File: src/rtl/ikaopll_pkg.sv
// Shared definitions for the IKAOPLL multi-chip output mixer.
package ikaopll_pkg;

  localparam int IKAOPLL_SAMPLE_W = 10;

  typedef enum logic [1:0] {
    MIX_IDLE = 2'd0,
    MIX_SUM  = 2'd1,
    MIX_OUT  = 2'd2
  } mix_state_e;

  function automatic int unsigned clog2(input int unsigned v);
    int unsigned r;
    r = 0;
    for (int unsigned i = 0; i < 32; i++) begin
      if ((64'd1 << i) < 64'(v)) r = i + 1;
    end
    return r;
  endfunction

  // Clamp a signed value to the range of a w-bit two's complement number.
  function automatic longint sat_s(input longint v, input int unsigned w);
    longint hi;
    longint lo;
    hi = (64'sd1 <<< (w - 1)) - 64'sd1;
    lo = -(64'sd1 <<< (w - 1));
    if (v > hi) return hi;
    if (v < lo) return lo;
    return v;
  endfunction

endpackage

File: src/rtl/ikaopll_mixer_acc.sv
// One chip's saturating MO/RO frame accumulators with snapshot-and-clear into shadow registers.
module ikaopll_mixer_acc
  import ikaopll_pkg::*;
#(
  parameter int ACC_W = 14
) (
  input  logic                               clk,
  input  logic                               rst,
  input  logic                               snap,
  input  logic                               mo_stb,
  input  logic                               ro_stb,
  input  logic signed [IKAOPLL_SAMPLE_W-1:0] mo,
  input  logic signed [IKAOPLL_SAMPLE_W-1:0] ro,
  output logic signed [ACC_W-1:0]            mo_shadow,
  output logic signed [ACC_W-1:0]            ro_shadow
);

  logic signed [ACC_W-1:0] mo_acc, ro_acc;
  logic signed [ACC_W-1:0] mo_next, ro_next;

  function automatic logic signed [ACC_W-1:0] sat_add(
    input logic signed [ACC_W-1:0]            a,
    input logic signed [IKAOPLL_SAMPLE_W-1:0] b
  );
    logic signed [ACC_W:0] s;
    s = (ACC_W + 1)'(a) + (ACC_W + 1)'(b);
    if (s[ACC_W] != s[ACC_W-1])
      return s[ACC_W] ? {1'b1, {(ACC_W - 1){1'b0}}} : {1'b0, {(ACC_W - 1){1'b1}}};
    return s[ACC_W-1:0];
  endfunction

  always_comb begin
    mo_next = mo_stb ? sat_add(mo_acc, mo) : mo_acc;
    ro_next = ro_stb ? sat_add(ro_acc, ro) : ro_acc;
  end

  // A strobe landing on the snapshot cycle belongs to the frame being closed.
  always_ff @(posedge clk) begin
    if (rst) begin
      mo_acc    <= '0;
      ro_acc    <= '0;
      mo_shadow <= '0;
      ro_shadow <= '0;
    end else if (snap) begin
      mo_shadow <= mo_next;
      ro_shadow <= ro_next;
      mo_acc    <= '0;
      ro_acc    <= '0;
    end else begin
      mo_acc <= mo_next;
      ro_acc <= ro_next;
    end
  end

endmodule

File: src/rtl/ikaopll_mixer.sv
// Multi-chip OPLL mixer: per-frame integration, rhythm gain, panning, serial sum, saturated stereo out.
module ikaopll_mixer
  import ikaopll_pkg::*;
#(
  parameter int NUM_CHIPS   = 2,
  parameter int MAX_SAMPLES = 16,
  parameter int RO_SHIFT    = 1,
  parameter int OUT_SHIFT   = 2,
  parameter int OUT_WIDTH   = 16
) (
  input  logic                                  i_EMUCLK,
  input  logic                                  i_RST,
  input  logic                                  i_FRAME_SYNC,
  input  logic [NUM_CHIPS-1:0]                  i_MO_SAMPLE,
  input  logic [NUM_CHIPS-1:0]                  i_RO_SAMPLE,
  input  logic [NUM_CHIPS*IKAOPLL_SAMPLE_W-1:0] i_MO,
  input  logic [NUM_CHIPS*IKAOPLL_SAMPLE_W-1:0] i_RO,
  input  logic [NUM_CHIPS*2-1:0]                i_PAN,
  input  logic                                  i_CLR_OVR,
  output logic signed [OUT_WIDTH-1:0]           o_L,
  output logic signed [OUT_WIDTH-1:0]           o_R,
  output logic                                  o_VALID,
  output logic                                  o_BUSY,
  output logic                                  o_OVERRUN
);

  localparam int ACC_W = IKAOPLL_SAMPLE_W + int'(clog2(MAX_SAMPLES));
  localparam int SUM_W = ACC_W + RO_SHIFT + int'(clog2(NUM_CHIPS)) + 2;
  localparam int SHL_W = SUM_W + OUT_SHIFT;
  localparam int IDX_W = (NUM_CHIPS > 1) ? int'(clog2(NUM_CHIPS)) : 1;
  localparam logic [IDX_W-1:0] LAST_IDX = IDX_W'(NUM_CHIPS - 1);

  mix_state_e              state;
  logic [IDX_W-1:0]        idx;
  logic signed [SUM_W-1:0] sum_l, sum_r;
  logic signed [SUM_W-1:0] chip_sum;
  logic signed [SHL_W-1:0] shl_l, shl_r;
  logic [1:0]              pan_sel;
  logic                    snap;
  logic signed [ACC_W-1:0] mo_sh [NUM_CHIPS];
  logic signed [ACC_W-1:0] ro_sh [NUM_CHIPS];

  assign snap   = (state == MIX_IDLE) && i_FRAME_SYNC;
  assign o_BUSY = (state != MIX_IDLE);

  for (genvar k = 0; k < NUM_CHIPS; k++) begin : g_chip
    ikaopll_mixer_acc #(
      .ACC_W (ACC_W)
    ) u_acc (
      .clk       (i_EMUCLK),
      .rst       (i_RST),
      .snap      (snap),
      .mo_stb    (i_MO_SAMPLE[k]),
      .ro_stb    (i_RO_SAMPLE[k]),
      .mo        (i_MO[IKAOPLL_SAMPLE_W*k +: IKAOPLL_SAMPLE_W]),
      .ro        (i_RO[IKAOPLL_SAMPLE_W*k +: IKAOPLL_SAMPLE_W]),
      .mo_shadow (mo_sh[k]),
      .ro_shadow (ro_sh[k])
    );
  end

  always_comb begin
    chip_sum = SUM_W'(mo_sh[idx]) + (SUM_W'(ro_sh[idx]) <<< RO_SHIFT);
    pan_sel  = i_PAN[2*idx +: 2];
    shl_l    = SHL_W'(sum_l) <<< OUT_SHIFT;
    shl_r    = SHL_W'(sum_r) <<< OUT_SHIFT;
  end

  always_ff @(posedge i_EMUCLK) begin
    if (i_RST) begin
      state     <= MIX_IDLE;
      idx       <= '0;
      sum_l     <= '0;
      sum_r     <= '0;
      o_L       <= '0;
      o_R       <= '0;
      o_VALID   <= 1'b0;
      o_OVERRUN <= 1'b0;
    end else begin
      o_VALID <= 1'b0;
      // A sync while busy is dropped; its samples roll into the next frame.
      if (i_FRAME_SYNC && state != MIX_IDLE) o_OVERRUN <= 1'b1;
      else if (i_CLR_OVR)                    o_OVERRUN <= 1'b0;

      case (state)
        MIX_IDLE: begin
          if (i_FRAME_SYNC) begin
            idx   <= '0;
            sum_l <= '0;
            sum_r <= '0;
            state <= MIX_SUM;
          end
        end
        MIX_SUM: begin
          sum_l <= sum_l + (pan_sel[1] ? chip_sum : '0);
          sum_r <= sum_r + (pan_sel[0] ? chip_sum : '0);
          if (idx == LAST_IDX) state <= MIX_OUT;
          else                 idx   <= idx + IDX_W'(1);
        end
        MIX_OUT: begin
          o_L     <= OUT_WIDTH'(sat_s(64'(shl_l), OUT_WIDTH));
          o_R     <= OUT_WIDTH'(sat_s(64'(shl_r), OUT_WIDTH));
          o_VALID <= 1'b1;
          state   <= MIX_IDLE;
        end
        default: state <= MIX_IDLE;
      endcase
    end
  end

endmodule

File: config.mk
export PLATFORM = sky130hd
export DESIGN_NAME = ikaopll_mixer
export DESIGN_NICKNAME = d
export VERILOG_FILES = /design/src/rtl/ikaopll_pkg.sv /design/src/rtl/ikaopll_mixer_acc.sv /design/src/rtl/ikaopll_mixer.sv
export SDC_FILE = /design/constraint.sdc
export NUM_CORES = 1
export LEC_CHECK = 0
export CORE_ASPECT_RATIO = 1.1
export CORE_MARGIN = 10
export CORE_UTILIZATION = 39
export DETAILED_ROUTE_END_ITERATION = 8
export GPL_TIMING_DRIVEN = 0
export HOLD_SLACK_MARGIN = 0.15
export MAX_ROUTING_LAYER = met4
export PLACE_DENSITY_LB_ADDON = 0.3
export SKIP_LAST_GASP = 1
export SLEW_MARGIN = 20
export SYNTH_ARGS = -nofsm -noshare
export SYNTH_HDL_FRONTEND = slang
export SYNTH_HIERARCHICAL = 1
export SYNTH_SLANG_ARGS = --single-unit
File: constraint.sdc
create_clock -name i_EMUCLK -period 5.3 [get_ports i_EMUCLK]
set_input_delay 1.06 -clock i_EMUCLK [delete_from_list [all_inputs] [get_ports i_EMUCLK]]
set_output_delay 1.06 -clock i_EMUCLK [all_outputs]
set_load 0.01 [all_outputs]
# [After elaboration in Yosys (flattened, before gate mapping)]
# Index checks and enable logic that the tools add are counted.
[classes] magnitude_cmp=5 bitwise_logic=1 muxes=62 shifts=1 n_reduce_logical=9 addsub=8 n_eq_ne=8
[ops] operator="2-to-1 mux 14 bit" n=22
[ops] operator="2-to-1 mux 16 bit" n=6
[ops] operator="one-hot mux 18 bit (2 select lines)" n=2
[ops] operator="adder 14 x 10 -> 15 bit" n=4
[ops] operator="2-to-1 mux 18 bit" n=3
[ops] operator="greater-than comparator 20 x 16 -> 1 bit, second input constant" n=2
[ops] operator="less-than comparator 20 x 16 -> 1 bit, second input constant" n=2
[ops] operator="adder 18 bit" n=2
[ops] operator="2-to-1 mux 15 bit" n=2
[ops] operator="2-to-1 mux 1 bit" n=23
[ops] operator="adder 14 x 15 -> 16 bit" n=1
[ops] operator="nonzero test 2 bit" n=3
[ops] operator="2-to-1 mux 2 bit" n=2
[ops] operator="!= test 1 bit" n=4
[ops] operator="!= test 2 bit, second input constant" n=2
[ops] operator="one-hot mux 2 bit (2 select lines)" n=1
[ops] operator="AND reduction 2 bit" n=2
[ops] operator="variable part select 4 x 3 -> 2 bit" n=1
[ops] operator="equality test 2 x 1 -> 1 bit, second input constant" n=1
[ops] operator="equality test 2 bit, second input constant" n=1
[ops] operator=">= comparator 2 bit, second input constant" n=1
[ops] operator="logical AND 1 bit" n=2
[ops] operator="logical NOT 2 bit" n=1
[ops] operator="NOT 1 -> 2 bit" n=1
[ops] operator="3 further kinds" n=3
[totals] register_bits=185 wordCells=110 in_bits=52

# [Depth between registers and ports, before layout]
[depth] ltp_word=9 mapped_depth=21 mapped_depth_nobuf=18

# [Hierarchy]
# The synthesis kept the hierarchy.
[modules_own_cells] mod="ikaopll_mixer_acc" area_each_um2=3553.4 cells_each=421 seq_area_each_um2=1121.1 instances=2
[modules_own_cells] mod="ikaopll_mixer" area_each_um2=5250.0 cells_each=661 seq_area_each_um2=1421.4 instances=1

# [Worst setup path before layout]
# OpenSTA, ideal clock, no wires.
[synth_timing] path_type="register to register" from="register idx" to="register sum_l[17]" synth_period_minus_slack_ns=4.364 setup_ns=0.122 required_time_ns=5.178 stages_incl_launch_ff=21 path_slack_ns=0.936 arrival_ns=4.243 path_cell_list="dfxtp_1 -> buf_2 -> buf_1 -> mux2_2 -> ha_1 -> fa_1 -> a211oi_2 -> o21bai_1 -> a21oi_1 -> o21bai_1 -> a21oi_1 -> xnor2_1 -> nor2_1 -> ha_1 -> o21a_1 -> and4_1 -> o211ai_1 -> a21oi_1 -> nor3b_1 -> nand2b_1 -> a221o_1"
[synth_via] elab_chain_len=8 elab_cells_between_ends=12 classes_between="add/sub (2); shift (1); mux (8); bitwise (1)"
[synth_rtl] element="from (decl)" line="ikaopll_mixer.sv:34" source="logic [IDX_W-1:0] idx;"
[synth_rtl] element="from (signal assigned)" line="ikaopll_mixer.sv:98" source="else idx <= idx + IDX_W'(1);"
[synth_rtl] element="NOT 1 -> 2 bit (not written as such)" line="ikaopll_mixer.sv:63" source="chip_sum = SUM_W'(mo_sh[idx]) + (SUM_W'(ro_sh[idx]) <<< RO_SHIFT);"
[synth_rtl] element="2-to-1 mux 14 bit (not written as such) (3 in a row)" line="ikaopll_mixer.sv:63"
[synth_rtl] element="adder 14 x 15 -> 16 bit" line="ikaopll_mixer.sv:63"
[synth_rtl] element="2-to-1 mux 18 bit *" line="ikaopll_mixer.sv:95" source="sum_l <= sum_l + (pan_sel[1] ? chip_sum : '0);"
[synth_rtl] element="adder 18 bit *" line="ikaopll_mixer.sv:95"
[synth_rtl] element="one-hot mux 18 bit (2 select lines) *" line="ikaopll_mixer.sv:85" source="case (state)"
[synth_rtl] element="to (signal assigned)" line="ikaopll_mixer.sv:95"
[synth_rtl] element="to (decl)" line="ikaopll_mixer.sv:35" source="logic signed [SUM_W-1:0] sum_l, sum_r;"
# Mark *: on every way between the ends. The rest lies on a longest branch, timed or not. The select of a mux whose other input is x is not followed.
# A chain may end at the register's enable or synchronous reset.

# [Worst setup path after layout]
[layout_timing] from="register idx" to="register sum_r[14]"
[layout_via] elab_chain_len=8 elab_cells_between_ends=12 classes_between="add/sub (2); shift (1); mux (8); bitwise (1)"
[layout_rtl] element="NOT 1 -> 2 bit (not written as such)" line="ikaopll_mixer.sv:63"
[layout_rtl] element="2-to-1 mux 14 bit (not written as such) (3 in a row)" line="ikaopll_mixer.sv:63"
[layout_rtl] element="adder 14 x 15 -> 16 bit" line="ikaopll_mixer.sv:63"
[layout_rtl] element="2-to-1 mux 18 bit *" line="ikaopll_mixer.sv:96" source="sum_r <= sum_r + (pan_sel[0] ? chip_sum : '0);"
[layout_rtl] element="adder 18 bit *" line="ikaopll_mixer.sv:96"
[layout_rtl] element="one-hot mux 18 bit (2 select lines) *" line="ikaopll_mixer.sv:85"
[layout_rtl] element="to (signal assigned)" line="ikaopll_mixer.sv:96"
[layout_rtl] element="to (decl)" line="ikaopll_mixer.sv:35"
# Marked as above.

==> impl_table.tex <==
\begin{tabular}{lr}
\hline
Metric & Value \\
\hline
\multicolumn{2}{l}{\textbf{Run status}} \\
\quad Run status & completed \\
\multicolumn{2}{l}{\textbf{Synth}} \\
\quad Net count after synthesis & about 1,700 \\
\quad Post-synth cell types & 75 \\
\quad Area of the mapped netlist & roughly 12,000 sq um \\
\quad Number of enable-type register cells in the synthesized netlist & 0 \\
\quad Mean instance size in the synthesized netlist & about 8.2 sq um \\
\quad Share of flip-flops with an asynchronous set or reset & 0\% \\
\quad Synthesized instance count & 1,503 \\
\quad Warning count from the yosys run & 6 \\
\quad Most frequently used flop master after synthesis & dfxtp\_1 \\
\quad Proportion of synthesized chip area in sequential cells & between 20\% and 30\% \\
\quad Flops \& latches, synth & 183 \\
\multicolumn{2}{l}{\textbf{Power}} \\
\quad Pwr per Cell Area & about 290 nW/um\^{}2 \\
\quad Post-layout total power & about 4 mW \\
\quad Largest voltage drop on the vdd net & between 0.15 and 0.2 mV \\
\quad Leakage power & 5.82 nW \\
\multicolumn{2}{l}{\textbf{Place}} \\
\quad Port Buffers & 82 \\
\quad Final estimated routing congestion in global placement & a little over 0.9 \\
\quad Post-place instance area & approximately 14,000 sq um \\
\quad HPWL after detailed placement & approximately 26,000 microns \\
\quad Placed Cells incl. Taps & $\sim$2,000 \\
\multicolumn{2}{l}{\textbf{Floorplan}} \\
\quad Placeable Area & roughly 31,000 sq um \\
\quad Overall die area & between 30,000 and 40,000 sq um \\
\quad Die Height & between 200 and 250 microns \\
\quad Die outline width & approximately 190 microns \\
\quad \# IOs & 87 \\
\quad Starting density of the core & between 30\% and 40\% \\
\quad Standard-cell row count & between 60 and 70 \\
\multicolumn{2}{l}{\textbf{Detailed routing}} \\
\quad Routed len/inst & 16.5 microns \\
\quad Detail Route Antenna Nets & 0 \\
\quad Total via count after detailed routing & 11,115 \\
\quad Count of routing violations after the opening detailed-route iteration & roughly 610 \\
\quad Remaining DRCs & 0 \\
\quad Detailed-route wire length & around 34,000 microns \\
\quad Number of detailed-route iterations in the first pass & 5 \\
\quad Number of vias per cell after detailed routing & about 5.5 \\
\multicolumn{2}{l}{\textbf{Clock network}} \\
\quad CTS clock-pin slew for the worst setup and hold paths & around 0.07 ns \\
\quad Clock sinks & between 150 and 200 \\
\quad Num CTS Buffers & 17 \\
\quad TritonCTS clock tree & yes \\
\quad H-tree lvl count & 4 \\
\quad Post-CTS setup repair buffer count & 0 \\
\quad Clock Path Buffers & 2 \\
\quad Clock tree root driver cell & clkbuf\_16 \\
\quad Insertion delay to the later sink of the worst-skew pair & $\sim$0.44 ns \\
\quad Number of hold buffers added after cts & 0 \\
\multicolumn{2}{l}{\textbf{Setup path}} \\
\quad Startpoint Class & flip-flop \\
\quad Critical path data required time & roughly 5.6 ns \\
\quad CP arrival & around 5.3 ns \\
\quad Critical path endpoint category & flip-flop \\
\quad Critical path class & reg -> reg \\
\quad Largest fanout on the critical path & 10 \\
\multicolumn{2}{l}{\textbf{Final layout}} \\
\quad Post-route cell area & between 10,000 and 15,000 sq um \\
\quad Layout cell share with drive strength beyond 1 & between 10\% and 20\% \\
\quad Sequential cell area & between 3000 and 4000 sq um \\
\quad Number of standard cells in the final layout excluding fillers & around 2,000 \\
\quad Util after Layout & about 46\% \\
\quad Diode count & 0 \\
\quad Filler cells & 3,198 \\
\quad Most common cell after layout, fill and taps aside & dfxtp\_1 \\
\quad Multi-input gate area in the final layout & 8200 sq um \\
\quad Synth-to-layout area growth & 15.9\% \\
\quad Most frequent cells in the layout & dfxtp\_1, a21oi\_1, nor2\_1 \\
\quad Total Nets Final & approximately 1,800 \\
\multicolumn{2}{l}{\textbf{Run}} \\
\quad Max-cap check violation count & 0 \\
\multicolumn{2}{l}{\textbf{GRT}} \\
\quad Pin count of the biggest net entering global routing & 17 \\
\quad First-pass GRT wire length & between 50,000 and 60,000 microns \\
\quad Antenna violations before repair & 0 \\
\quad Gr usage total & between 15 and 20\% \\
\quad Number of global-route vias before repair & 11,034 \\
\quad Grt ovf & 0 \\
\multicolumn{2}{l}{\textbf{Min path}} \\
\quad Min-Delay Path Class & reg -> reg \\
\multicolumn{2}{l}{\textbf{STA}} \\
\quad Minimum clock period after layout & around 5.0 ns \\
\quad Headroom to the max-slew limit & 39.4\% \\
\quad Clock Skew & 0.0118 ns \\
\quad Share of the clock period used by the worst path & 94.3\% \\
\quad Final Hold Vio Count & 0 \\
\quad Unrepaired setup endpoints after global routing & false \\
\quad Total Negative Setup Slacks & 0 ns \\
\quad Count of pins over their slew limit & 0 \\
\quad Slew of the pin with the lowest slew margin & $\sim$0.91 ns \\
\quad Final count of negative-setup-slack endpoints & 0 \\
\quad Highest achievable clock rate & 200 MHz \\
\hline
\end{tabular}
==> cell usage after synthesis (all sizes together), types with 14 or more instances <==
| master | instances | share of area, % |
|---|---|---|
| nand2 | 107 | 3.3 |
| a211oi | 21 | 1.4 |
| nand4 | 14 | 0.71 |
| dfxtp | 183 | 30 |
| inv | 25 | 0.76 |
| o32ai | 25 | 2.4 |
| mux2 | 27 | 2.5 |
| nor2 | 170 | 5.2 |
| ha | 104 | 11 |
| a21o | 42 | 2.6 |
| xor2 | 43 | 3.0 |
| buf | 32 | 1.8 |
| nor2b | 15 | 0.88 |
| clkbuf | 49 | 1.5 |
| a21oi | 198 | 8.8 |
| xnor2 | 33 | 2.3 |
| nand2b | 38 | 1.9 |
| o21bai | 17 | 1.0 |
| o211ai | 17 | 1.1 |
| nor3 | 68 | 2.8 |
| a22oi | 14 | 0.85 |
| nand3 | 26 | 1.1 |
| o21ai | 112 | 4.7 |
==> through the flow <==
step	setup WS, ns	hold slack (ns)
floorplan	0.936	0.423
global placement	0.237	0.440
detailed placement	0.189	0.442
CTS	0.133	0.451
global route	0.00215	0.474
finish	0.304	0.448
==> final timing paths <==
path,end,from,cells after the start,slack (ns)
min reg2reg,g_chip[0].u_acc/mo_shadow[6],g_chip[0].u_acc/mo_shadow[6],2,0.45
max,sum_r[14],idx,20,0.30
max reg2reg,sum_r[14],idx,20,0.30
min,g_chip[0].u_acc/mo_shadow[6],g_chip[0].u_acc/mo_shadow[6],2,0.45
==> power by group <==
group | total, mW | leakage, nW | switching, mW | internal [mW]
clock network | 1.34 | 0.289 | 0.578 | 0.761
registers | 1.55 | 1.49 | 0.0759 | 1.47
logic | 1.20 | 4.04 | 0.712 | 0.489
==> timing repair <==
action | CTS | global route
endpoints found under the hold margin | 0 | 0
endpoints found under the setup margin | 0 | 6
gates resized for setup | 0 | 5
==> kinds of logic after synthesis <==
kind of cell	synth area share, %
AOI/OAI and AO/OA	27.5
and+or+nand+nor	18.6
DFF	29.6
adders and majority gates	11.7
buffers and inverters	4.07
xor gates and xnor gates	5.39
muxes	3.17
==> routing by layer <==
layer  wire (microns)  GRT usage, %
met1            15100          20.0
met2            16400          30.0
met3             1090          2.72
met4             1040          6.61
met5                0             -
==> area by class of cell <==
type | instances | share of cell area (%)
flip-flops and latches | 183 | 25.6
clock buffers | 19 | 3.09
inverters | 25 | 0.655
clock inverters | 12 | 1.17
well taps | 420 | 3.67
repair buffers | 82 | 5.73
multi-input cells | 1214 | 57.3
plain buffers | 80 | 2.84
==> registers in the layout, summed over array words and instances, names as in the netlist <==
name	count
sum_l	18
sum_r	18
idx	1
o_L	15
state	2
o_OVERRUN	1
g_chip.u_acc/mo_shadow	28
g_chip.u_acc/ro_shadow	28
g_chip.u_acc/ro_acc	28
o_R	15
o_VALID	1
g_chip.u_acc/mo_acc	28
==> critical path: stages, from the launching register on <==
cell	delay (ns)
dfxtp_1	0.33
buf_2	0.19
buf_2	0.28
mux2_2	0.40
ha_1	0.23
fa_1	0.43
a211oi_2	0.27
o21bai_1	0.11
a21oi_1	0.30
o21bai_1	0.10
a21oi_1	0.19
xnor2_1	0.20
nor2_1	0.09
ha_1	0.36
a21o_1	0.22
a21o_1	0.18
a21oi_1	0.32
o21ai_0	0.18
a211oi_2	0.25
xor2_1	0.19
o21ai_1	0.07
Note: power is estimated with default switching activity, not from simulation.
